File: src/rtl/apb_mem_ctrl.sv
// APB completer that turns each transfer into one strobe on a synchronous
// word memory, with wait states, window decode and registered responses.
module apb_mem_ctrl #(
  parameter int ADDR_WIDTH = 32,
  parameter int DATA_WIDTH = 32,
  parameter int STRB_SIZE = DATA_WIDTH/8,
  parameter logic [ADDR_WIDTH-1:0] MEM_BASE = '0,
  parameter int MEM_WORDS = 256,
  parameter int WAIT_STATES = 1
) (
  input  logic                  clk,
  input  logic                  rst_n,
  input  logic                  psel,
  input  logic                  penable,
  input  logic                  pwrite,
  input  logic [ADDR_WIDTH-1:0] paddr,
  input  logic [DATA_WIDTH-1:0] pwdata,
  input  logic [STRB_SIZE-1:0]  pstrb,
  output logic                  pready,
  output logic [DATA_WIDTH-1:0] prdata,
  output logic                  pslverr,
  output logic                  mem_wr,
  output logic                  mem_rd,
  output logic [STRB_SIZE-1:0]  mem_be,
  output logic [ADDR_WIDTH-1:0] mem_address,
  output logic [DATA_WIDTH-1:0] mem_data_in,
  input  logic [DATA_WIDTH-1:0] mem_data_out
);

  typedef enum logic [2:0] {
    S_IDLE, S_WAIT, S_MEM, S_RDLAT, S_RESP, S_ERR
  } state_t;

  localparam logic [3:0] WS_LAST = 4'(WAIT_STATES - 1);

  state_t                state, nxt;
  logic [3:0]            cnt, cnt_n;
  logic                  cap_wr, cap_wr_n;
  logic [ADDR_WIDTH-1:0] cap_off, cap_off_n;
  logic [DATA_WIDTH-1:0] cap_wdata, cap_wdata_n;
  logic [STRB_SIZE-1:0]  cap_strb, cap_strb_n;

  logic                  pready_n, pslverr_n, mem_wr_n, mem_rd_n;
  logic [DATA_WIDTH-1:0] prdata_n, mem_data_in_n;
  logic [STRB_SIZE-1:0]  mem_be_n;
  logic [ADDR_WIDTH-1:0] mem_address_n;

  logic [ADDR_WIDTH-1:0] off;
  logic                  in_win, abort;

  assign off    = paddr - MEM_BASE;
  assign in_win = (paddr >= MEM_BASE) &&
                  (off < ADDR_WIDTH'(MEM_WORDS));
  assign abort  = !(psel && penable);

  always_comb begin
    nxt           = state;
    cnt_n         = cnt;
    cap_wr_n      = cap_wr;
    cap_off_n     = cap_off;
    cap_wdata_n   = cap_wdata;
    cap_strb_n    = cap_strb;
    pready_n      = 1'b0;
    pslverr_n     = 1'b0;
    prdata_n      = '0;
    mem_wr_n      = 1'b0;
    mem_rd_n      = 1'b0;
    mem_be_n      = '0;
    mem_address_n = '0;
    mem_data_in_n = '0;
    unique case (state)
      S_IDLE: begin
        if (psel && !penable) begin
          cap_wr_n    = pwrite;
          cap_off_n   = off;
          cap_wdata_n = pwdata;
          cap_strb_n  = pstrb;
          cnt_n       = '0;
          if (!in_win) begin
            nxt       = S_ERR;
            pready_n  = 1'b1;
            pslverr_n = 1'b1;
          end else if (WAIT_STATES == 0) begin
            nxt = S_MEM;
          end else begin
            nxt = S_WAIT;
          end
        end
      end
      S_WAIT: begin
        if (abort)                nxt = S_IDLE;
        else if (cnt == WS_LAST)  nxt = S_MEM;
        else if (cnt != 4'hF)     cnt_n = cnt + 4'd1;
      end
      S_MEM: begin
        if (abort) begin
          nxt = S_IDLE;
        end else if (cap_wr) begin
          nxt      = S_RESP;
          pready_n = 1'b1;
        end else begin
          nxt = S_RDLAT;
        end
      end
      S_RDLAT: begin
        if (abort) begin
          nxt = S_IDLE;
        end else begin
          nxt      = S_RESP;
          pready_n = 1'b1;
          prdata_n = mem_data_out;
        end
      end
      S_RESP:  nxt = S_IDLE;
      S_ERR:   nxt = S_IDLE;
      default: nxt = S_IDLE;
    endcase
    // MEM is never re-entered from itself, so this fires once per transfer
    if (nxt == S_MEM) begin
      if (cap_wr_n) begin
        if (|cap_strb_n) begin
          mem_wr_n      = 1'b1;
          mem_be_n      = cap_strb_n;
          mem_address_n = cap_off_n;
          mem_data_in_n = cap_wdata_n;
        end
      end else begin
        mem_rd_n      = 1'b1;
        mem_be_n      = '1;
        mem_address_n = cap_off_n;
      end
    end
  end

  always_ff @(posedge clk or negedge rst_n) begin
    if (!rst_n) begin
      state       <= S_IDLE;
      cnt         <= '0;
      cap_wr      <= 1'b0;
      cap_off     <= '0;
      cap_wdata   <= '0;
      cap_strb    <= '0;
      pready      <= 1'b0;
      pslverr     <= 1'b0;
      prdata      <= '0;
      mem_wr      <= 1'b0;
      mem_rd      <= 1'b0;
      mem_be      <= '0;
      mem_address <= '0;
      mem_data_in <= '0;
    end else begin
      state       <= nxt;
      cnt         <= cnt_n;
      cap_wr      <= cap_wr_n;
      cap_off     <= cap_off_n;
      cap_wdata   <= cap_wdata_n;
      cap_strb    <= cap_strb_n;
      pready      <= pready_n;
      pslverr     <= pslverr_n;
      prdata      <= prdata_n;
      mem_wr      <= mem_wr_n;
      mem_rd      <= mem_rd_n;
      mem_be      <= mem_be_n;
      mem_address <= mem_address_n;
      mem_data_in <= mem_data_in_n;
    end
  end

endmodule

File: config.mk
export PLATFORM = sky130hd
export DESIGN_NAME = apb_mem_ctrl
export DESIGN_NICKNAME = d
export VERILOG_FILES = /design/src/rtl/apb_mem_ctrl.sv
export SDC_FILE = /design/constraint.sdc
export NUM_CORES = 1
export LEC_CHECK = 0
export ABC_CLOCK_PERIOD_IN_PS = 2250
export CORE_UTILIZATION = 29
export DETAILED_ROUTE_END_ITERATION = 6
export PLACE_DENSITY_LB_ADDON = 0.05
export SYNTH_ARGS = -nofsm -noshare
export SYNTH_HDL_FRONTEND = slang
export SYNTH_SLANG_ARGS = --single-unit
File: constraint.sdc
create_clock -name clk -period 2.25 [get_ports clk]
set_input_delay 0.225 -clock clk [delete_from_list [all_inputs] [get_ports clk]]
set_output_delay 0.225 -clock clk [all_outputs]
set_load 0.01 [all_outputs]
==> summary.txt, run 1 <==
status: finished, final reports clean
PortBufs: 208
Final ANT Viol Nets: 0
CP Class: flip-flop to flip-flop
Comb pwr share: 0.123
Clock Latency Late Sink: 420 ps
Clock transition at path regs: 70 ps
Worst path depth: 7
Sink Count: 180
I/O Pins: 209
Switching Share: 0.236
Final WS setup: 266 ps
clock power share: 0.382
DPL Wire Length: 10,400 µm
Core Util, Final: 0.437
# diodes: 0
vias per cell: 4.33
Setup crit start: cnt[0]$_DFFE_PN0P_
top_reg_cell synth: dfrtp_1
DIE WIDTH: 151 µm
count of flip-flops with a built-in enable after synthesis: 0
Fin Setup TNS: 0 ps
f_max: 504 MHz
Setup WS pre-CTS: 64.7 ps
Max stage delay on crit path: 540 ps
Initial Util: 0.296
chip height: 151 µm
first-pass GRT wire length: 23,400 µm
register area share after synthesis: 0.697
Area growth syn-to-layout: 47.6%
hold slack: 318 ps
Worst R2R Setup Slack: 270 ps
post-route non-filler standard cell count: 950
initial antenna violation count: 0
Design Area, Final: 9550 µm²
total gr overflow: 0
Layout Nets: 764
RSZ-0062 raised after global routing: no
Hold WC Path Type: primary input to async pin
reg2reg end: mem_address[5]$_DFF_PN0_
final setup fails: 0
peak supply drop: 0.478 mV
vias in the first global route: 4,354
Required @ worst endpoint: 2590 ps
end of the critical path: mem_address[5]$_DFF_PN0_
gpl congestion: 0.753
Int Power: 5.62 mW
R2R Path Start: cnt[0]$_DFFE_PN0P_
Cells after DPL: 917
synthesis warning total: 0
Max Cap Viol: 0
proportion of layout cells with a drive suffix above 1: 0.184
core area: 21,800 µm²
Yosys cell types: 36
Pwr per Cell Area: 771 nW/µm²
DR iter-0 viols: 199
Register-to-Register Path Depth: 7
Mapped Cells: 434
Wirelength per Cell: 15.7 µm
Yosys top cell by area: dfrtp_1
largest net degree at the start of global routing: 53
Tot Pwr: 7.36 mW
Vias: 4,117
Leak: 4.22 nW
minimum period implied by the final worst setup slack: 1980 ps
Slew headroom: 0.674
Avg Synthesized Cell Area: 14.9 µm²
Worst Setup Start Kind: flip-flop
gr usage total: 0.136
Worst-Margin Slew: 484 ps
Worst Path Buf+Inv: 2
die footprint: 22,900 µm²
Worst setup EP type: flip-flop
Sw Pwr: 1.74 mW
CTS tree: done
total wire length: 14,900 µm
critical path cell sequence: inv_1 > ha_1 > nor3b_1 > nor2_1 > or4b_4 > buf_12 > nor2b_1
final hold vios: 0
arrival time worst endpoint: 2330 ps
FF+latch count, synth: 180
syn_nets: 541
sequential share of power: 0.495
Netlist Area Pre-Place: 6470 µm²
kind of cell adding the most delay to the critical path: simple AND/OR/NAND/NOR gates
H-tree levels: 4
fin crit share: 0.882
top-area cell type share of the netlist area: 0.697
ys async rst share: 1.00
post-CTS sizing: 0
Slew Limit Fails: 0
CP max FO: 32
row count: 54
Setup Skew: 8.48 ps
CP max-delay cell: or4b_4
clock buffer count from CTS: 17
main area contributors after synthesis: dfrtp_1, mux2_2, nor2b_1, and3_1, buf_6
CTS Root Cell: clkbuf_16
first-pass iteration count of the detailed router: 4
CTS max path bufs: 2
placed cell area: 8970 µm²
# DRC: 0
## logic make-up (layout without fill, tap and decap cells)
group,Yosys count,in the layout,share of synthesized area
AND/OR/NAND/NOR,134,134,0.134
adder cells (fa/ha/maj),2,2,0.00387
flip-flops,180,180,0.697
buffers and inverters,31,267,0.0302
multiplexers,68,68,0.118
AO/OA/AOI/OAI,19,19,0.0178
## power by group through the flow
stage | combinational, mW | sequential, mW | clock, mW
detailed placement | 0.921 | 3.71 | 0
finish | 0.906 | 3.64 | 2.81
global route | 1.00 | 3.68 | 3.06
floorplan | 0.496 | 3.69 | 0
global placement | 0.892 | 3.70 | 0
CTS | 0.926 | 3.65 | 2.93
## state kept, by name, indices dropped and copies added (netlist names)
name and flops:
mem_be 4, cap_off 32, mem_data_in 32, cnt 4, pready 1, mem_wr 1, mem_rd 1, cap_wdata 32
state 3, prdata 32, mem_address 32, cap_wr 1, cap_strb 4, pslverr 1
## area by class of cell
class,instances,area (µm²)
Clock buffer,19,453
Timing Repair Buffer,225,2310
Fill cell,1990,12300
Multi-Input combinational cell,223,1770
Tap cell,280,350
Clock inverter,13,113
Inverter,10,37.5
Sequential cell,180,4500
## placed cells by master (no fill, tap or decap), types with 2 or more instances in the layout
| cell | Yosys | layout |
|---|---|---|
| nand2_1 | 4 | 4 |
| nand2b_1 | 2 | 2 |
| mux2_2 | 64 | 64 |
| clkbuf_16 | 0 | 17 |
| nor2b_2 | 4 | 4 |
| buf_12 | 0 | 8 |
| or4_1 | 3 | 3 |
| inv_1 | 10 | 10 |
| ha_1 | 2 | 2 |
| inv_8 | 0 | 3 |
| buf_4 | 1 | 8 |
| a21oi_1 | 6 | 6 |
| o21ai_0 | 4 | 4 |
| nand3_1 | 7 | 7 |
| nand3b_1 | 2 | 2 |
| nor2_1 | 3 | 3 |
| clkbuf_8 | 0 | 2 |
| o31ai_1 | 3 | 3 |
| nor4_1 | 6 | 6 |
| dfrtp_1 | 180 | 180 |
| nor2b_1 | 60 | 60 |
| mux2i_1 | 4 | 4 |
| nand4_1 | 2 | 2 |
| clkinvlp_4 | 0 | 4 |
| clkdlybuf4s50_1 | 0 | 207 |
| and3_1 | 32 | 32 |
| inv_6 | 0 | 4 |
## worst register-to-register path: cells and delay by family (launching register included)
kind                     cells  cell delay [ps]
flip-flops                   1              420
buffers and inverters        2              270
adder cells (fa/ha/maj)      1              150
AND/OR/NAND/NOR              4             1080
## what timing repair did
| item | 4_1_cts | 5_1_grt |
|---|---|---|
| hold buffers | 1 | 0 |
| setup buffers | 0 | 0 |
| endpoints found under the hold margin | 45 | 0 |
## routing by layer
metal  GRT usage  vias up  part of all wire
met3      0.0389       15             0.063
met4      0.0525        0             0.015
met5           0        -                 0
met1       0.178     2062              0.44
met2       0.213      127              0.48
li1            -     1913                 -
## worst min-delay path by stage
stage	end	slack, ps
4_1_cts	cap_wdata[8]$_DFF_PN0_	320
3_3_place_gp	mem_data_in[10]$_DFF_PN0_	200
3_5_place_dp	cap_wdata[8]$_DFF_PN0_	210
5_1_grt	cap_wdata[8]$_DFF_PN0_	360
2_1_floorplan	cap_off[0]$_DFF_PN0_	-70
6_report	cap_wdata[8]$_DFF_PN0_	320
## Yosys cell counts (2+ instances only)
master,n
nor2_1,3
buf_6,10
nand3b_1,2
dfrtp_1,180
nand4_1,2
nand2b_1,2
nor2b_1,60
nor4_1,6
mux2i_1,4
o31ai_1,3
mux2_2,64
a21oi_1,6
ha_1,2
and3_1,32
clkbuf_1,10
or4_1,3
nand2_1,4
o21ai_0,4
nor2b_2,4
nand3_1,7
nor3b_1,2
inv_1,10
Power figures use the tool's default switching activity.
==> run 2: changes to the inputs <==
--- a/config.mk
+++ b/config.mk
@@ -8,6 +8,7 @@
 export ABC_CLOCK_PERIOD_IN_PS = 2250
 export CORE_UTILIZATION = 29
 export DETAILED_ROUTE_END_ITERATION = 6
+export GPL_TIMING_DRIVEN = 0
 export PLACE_DENSITY_LB_ADDON = 0.05
 export SYNTH_ARGS = -nofsm -noshare
 export SYNTH_HDL_FRONTEND = slang
==> summary.txt, run 2 (synthesis results as in run 1) <==
status: finished, final reports clean
busiest layer in global routing: met2
Clock Latency Late Sink: 420 ps
post-route non-filler standard cell count: 957
first-pass GRT wire length: 23,700 µm
Comb pwr share: 0.117
Initial Util: 0.296
I/O Pins: 209
grt met2 use: 0.216
fin crit share: 0.911
Max stage delay on crit path: 600 ps
largest net degree at the start of global routing: 95
Wirelength per Cell: 15.8 µm
vias in the first global route: 4,402
peak supply drop: 0.471 mV
clock buffer count from CTS: 17
DR iter-0 viols: 178
most frequent cells in the layout: clkdlybuf4s50_1, dfrtp_1, mux2_2, nor2b_1, and3_1
commonest non-fill, non-tap cell in the layout: clkdlybuf4s50_1
proportion of layout cells with a drive suffix above 1: 0.171
vias per cell: 4.31
first-pass iteration count of the detailed router: 4
CTS max path bufs: 2
initial antenna violation count: 0
Sw Pwr: 1.73 mW
f_max: 488 MHz
Int Power: 5.91 mW
Area growth syn-to-layout: 47.9%
M3 GR Usage: 0.0419
CP Class: flip-flop to flip-flop
CTS Root Cell: clkbuf_16
Setup Skew: 9.58 ps
Clock transition at path regs: 70 ps
clock power share: 0.407
arrival time worst endpoint: 2400 ps
Fin Setup TNS: 0 ps
H-tree levels: 4
Max Cap Viol: 0
Layout Nets: 771
Leak: 4.24 nW
CP max FO: 10
met1 Usage GRT: 0.176
die footprint: 22,900 µm²
total gr overflow: 0
Required @ worst endpoint: 2600 ps
PortBufs: 208
# diodes: 0
final setup fails: 0
row count: 54
Slew headroom: 0.426
gr usage total: 0.137
Cells after DPL: 923
total wire length: 15,100 µm
core area: 21,800 µm²
DIE WIDTH: 151 µm
Switching Share: 0.227
final hold vios: 0
Worst setup EP type: flip-flop
CP max-delay cell: or4b_4
RSZ-0062 raised after global routing: no
critical path cell sequence: inv_1 > ha_1 > nor3b_1 > nor2_1 > or4b_4 > buf_6 > nor2b_1
sequential share of power: 0.476
DPL Wire Length: 10,600 µm
Pwr per Cell Area: 799 nW/µm²
Sink Count: 180
minimum period implied by the final worst setup slack: 2050 ps
Worst-Margin Slew: 859 ps
CTS tree: done
Hold WC Path Type: primary input to async pin
Final ANT Viol Nets: 0
chip height: 151 µm
Core Util, Final: 0.438
Worst Setup Start Kind: flip-flop
gpl congestion: 0.773
# DRC: 0
Vias: 4,129
Slew Limit Fails: 0
[run 2: worst paths after layout]
| kind | from | end | slack (ps) | depth (start not counted) |
|---|---|---|---|---|
| setup / recovery | cnt[0]$_DFFE_PN0P_ | mem_address[9]$_DFF_PN0_ | 200 | 7 |
| hold / removal | rst_n | mem_data_in[10]$_DFF_PN0_ | 370 | 2 |
| setup reg to reg | cnt[0]$_DFFE_PN0P_ | mem_address[9]$_DFF_PN0_ | 200 | 7 |
| hold reg to reg | cap_wdata[19]$_DFF_PN0_ | cap_wdata[19]$_DFF_PN0_ | 490 | 1 |
| max in group asynchronous | rst_n | prdata[1]$_DFF_PN0_ | 990 | 3 |
| min in group clk | mem_data_out[28] | prdata[28]$_DFF_PN0_ | 380 | 2 |
[run 2: metal layers]
| metal | share of wire | vias up |
|---|---|---|
| li1 | - | 1931 |
| met4 | 0.013 | 0 |
| met2 | 0.48 | 122 |
| met3 | 0.064 | 12 |
| met1 | 0.44 | 2064 |
| met5 | 0 | - |
[run 2: critical path: cells and delay by family, from the launching register on]
kind | cells | cell delay [ps]
AND/OR/NAND/NOR | 4 | 1130
adder cells (fa/ha/maj) | 1 | 150
flip-flops | 1 | 430
buffers and inverters | 2 | 260
[run 2: per-stage QoR]
step                      cell area, µm²  total power, mW  hold slack (ps)  worst slack, ps
after floorplan                     6470             4.18            -70.6              459
after global placement              8900             4.58              474            -6460
after detailed placement            8930             4.61              271             -149
after CTS                           9560             7.77              359             52.7
after global routing                9560             8.00              366             52.7
final                               9560             7.64              368              200
[run 2: layout make-up]
type	count	area, µm²
repair buffers	211	2130
inverters	10	37.5
fillers	2030	12300
clock buffers	20	447
flip-flops and latches	180	4500
multi-input cells	223	1770
well taps	280	350
plain buffers	21	158
clock inverters	12	169
[run 2: timing repair]
| action | in CTS | in global routing |
|---|---|---|
| endpoints found under the hold margin | 86 | 0 |
| hold buffers | 1 | 0 |
| buffers inserted | 0 | 1 |
| endpoints found under the setup margin | 0 | 30 |
| resized for setup | 0 | 0 |
[run 2: power by group through the flow]
| stage | Clock (mW) | Combinational, mW | Sequential [mW] |
|---|---|---|---|
| after floorplan | 0 | 0.496 | 3.69 |
| after global placement | 0 | 0.876 | 3.70 |
| after detailed placement | 0 | 0.908 | 3.71 |
| after CTS | 3.21 | 0.912 | 3.64 |
| after global routing | 3.34 | 0.988 | 3.68 |
| final | 3.11 | 0.895 | 3.64 |
==> patch (flow settings as in run 2) <==
The 6 states of `state_t` get a one-hot encoding in 6 bits.
--- a/src/rtl/apb_mem_ctrl.sv
+++ b/src/rtl/apb_mem_ctrl.sv
@@ -29,4 +29,4 @@
 
-  typedef enum logic [2:0] {
-    S_IDLE, S_WAIT, S_MEM, S_RDLAT, S_RESP, S_ERR
+  typedef enum logic [5:0] {
+    S_IDLE = 6'b000001, S_WAIT = 6'b000010, S_MEM = 6'b000100, S_RDLAT = 6'b001000, S_RESP = 6'b010000, S_ERR = 6'b100000
   } state_t;
Behaviour: no difference found for any inputs over 10 cycles, from zero or initial values and one cycle with rst_n low; not proved beyond that.
==> patch against run 2 <==
- setup slack got worse by 0.0021 ns
- highest routed layer unchanged
- design area increased by 0.52%
- area after synthesis grew 1.2%
- via count increased by 18%
- routed wire length rose by 5.1%
- combinational power shrank 26%
- clock power shrank 9.6%
- sequential cell count increased by 3
- total power shrank 7.7%
- the run now ends with design-rule violations left
==> patch: results (changes against run 2) <==
| Metric | Value |
|---|---|
| Post-Place Setup Slack | `-0.371 ns (was -0.149 ns)` |
| Port Buffer Count | `208 (unchanged)` |
| P_int | `5.29 mW (was 5.91 mW)` |
| Nets | `924 (was 771)` |
| Max incr delay on CP | `0.49 ns (was 0.60 ns)` |
| Net Count, Synth | `692 (was 541)` |
| DR pass1 iterations | `6 (was 4)` |
| Clk root buf | `clkbuf_16 (unchanged)` |
| H-tree levels | `4 (unchanged)` |
| Max VDD drop | `0.458 mV (was 0.471 mV)` |
| Largest net degree at the start of global routing | `107 (was 95)` |
| Global-route wire length before repair | `26,400 µm (was 23,700 µm)` |
| GRT Total Usage | `14.5% (was 13.7%)` |
| Worst Tran Pin Value | `0.578 ns (was 0.859 ns)` |
| Vias in the first global route | `5,108 (was 4,402)` |
| Initial antenna violation count | `0 (unchanged)` |
| Drt drc | `13 (was 0)` |
| Leak Pwr | `4.51 nW (was 4.24 nW)` |
| Share of layout cells above drive strength 1 | `8.07% (was 17.1%)` |
| WL per Instance | `14.3 µm (was 15.8 µm)` |
| RD Place Congestion | `0.778 (was 0.773)` |
| Vias/cell | `4.40 (was 4.31)` |
| DP HPWL | `11,300 µm (was 10,600 µm)` |
| Worst path slowest cell | `o211ai_1 (was or4b_4)` |
| Worst-path fanout max | `10 (unchanged)` |
| Via Count | `4,880 (was 4,129)` |
| Status | `finished, violations left (was finished clean)` |
| Dpl cells | `1,074 (was 923)` |
| Register area share after synthesis | `70.0% (was 69.7%)` |
| Crit path DAT | `2.36 ns (was 2.40 ns)` |
| Post-DP Area | `9010 µm² (was 8930 µm²)` |
| Worst reg-to-reg path cell count | `8 (was 7)` |
| Synth Warn # | `0 (unchanged)` |
| Detailed Route Iter0 Violations | `189 (was 178)` |
| Post-Route Skew | `0.00870 ns (was 0.00958 ns)` |
| Top cells by count, synth | `nand2_1 (202), dfrtp_1 (182), a21oi_1 (66) (was dfrtp_1 (180), mux2_2 (64), nor2b_1 (60))` |
| Synth unique cells | `39 (was 36)` |
| Synth top area cells | `dfrtp_1 (70%), nand2_1 (12%), a21oi_1 (5.0%), and2_1 (3.2%), buf_6 (1.0%) (was dfrtp_1 (70%), mux2_2 (11%), nor2b_1 (5.8%), and3_1 (3.1%), buf_6 (1.7%))` |
| Avg Synthesized Cell Area | `11.2 µm² (was 14.9 µm²)` |
| Failing checks | `design-rule violations` |
| Clock latency on the worst-skew pair | `0.42 ns (about the same)` |
-- patch: metrics by stage --
step           hold WS [ns]  power, mW
6_report              0.351       7.05
5_1_grt               0.325       7.46
4_1_cts               0.322       7.18
3_5_place_dp          0.241       4.31
3_3_place_gp          0.443       4.29
2_1_floorplan       -0.0706       3.94
-- patch: logic make-up (layout without fill, tap and decap cells) --
kind of cell | count (synthesis) | in the layout | share of synthesized area (%)
muxes | 1 | 1 | 0.172
AOI/OAI and AO/OA | 89 | 89 | 7.67
DFF | 183 | 183 | 70.0
adders and majority gates | 2 | 2 | 0.382
buffers and inverters | 35 | 280 | 2.87
and+or+nand+nor | 275 | 275 | 18.9
-- patch: cell type report --
cell class | instances | area [µm²]
fillers | 2099 | 12300
well taps | 280 | 350
flip-flops and latches | 183 | 4580
inverters | 9 | 33.8
clock buffers | 18 | 439
clock inverters | 14 | 115
multi-input cells | 367 | 1790
plain buffers | 26 | 163
repair buffers | 213 | 2150
-- patch: per-layer routing --
metal | track usage [%] | share of wire [%] | vias up
met4 | 3.40 | 0.88 | 0
met2 | 23.2 | 46 | 140
met5 | 0 | 0 | -
met3 | 5.80 | 7.9 | 11
li1 | - | - | 2374
met1 | 18.2 | 45 | 2355
-- patch: power groups by stage --
stage	sequential [mW]	combinational [mW]	clock, mW
detailed placement	3.65	0.664	0
global route	3.61	0.760	3.09
floorplan	3.63	0.305	0
CTS	3.58	0.669	2.93
finish	3.58	0.658	2.81
global placement	3.65	0.637	0
-- patch: timing repair --
item	in CTS	in global routing
pin swaps	0	1
setup endpoints to repair	122	131
hold endpoints to repair	77	0
buffers inserted	0	3
hold buffers	1	0
resized for setup	2	10
-- patch: critical path, delay by kind of cell (launching register included) --
kind                     cells  cell delay [ns]
flip-flops                   1             0.41
AND/OR/NAND/NOR              1             0.16
buffers and inverters        3             0.42
adder cells (fa/ha/maj)      1             0.18
AO/OA/AOI/OAI                3             0.76
-- patch: path summary, 6_finish.rpt --
path                                      start  slack [ns]                  endpoint
max                          cnt[0]$_DFFE_PN0P_        0.20  mem_data_in[8]$_DFF_PN0_
min                                       rst_n        0.35   cap_wdata[14]$_DFF_PN0_
max reg2reg                  cnt[0]$_DFFE_PN0P_        0.20  mem_data_in[8]$_DFF_PN0_
min reg2reg                cap_off[6]$_DFF_PN0_        0.46      cap_off[6]$_DFF_PN0_
max in group asynchronous                 rst_n        0.97     cap_off[24]$_DFF_PN0_
min in group clk               mem_data_out[15]        0.35      prdata[15]$_DFF_PN0_
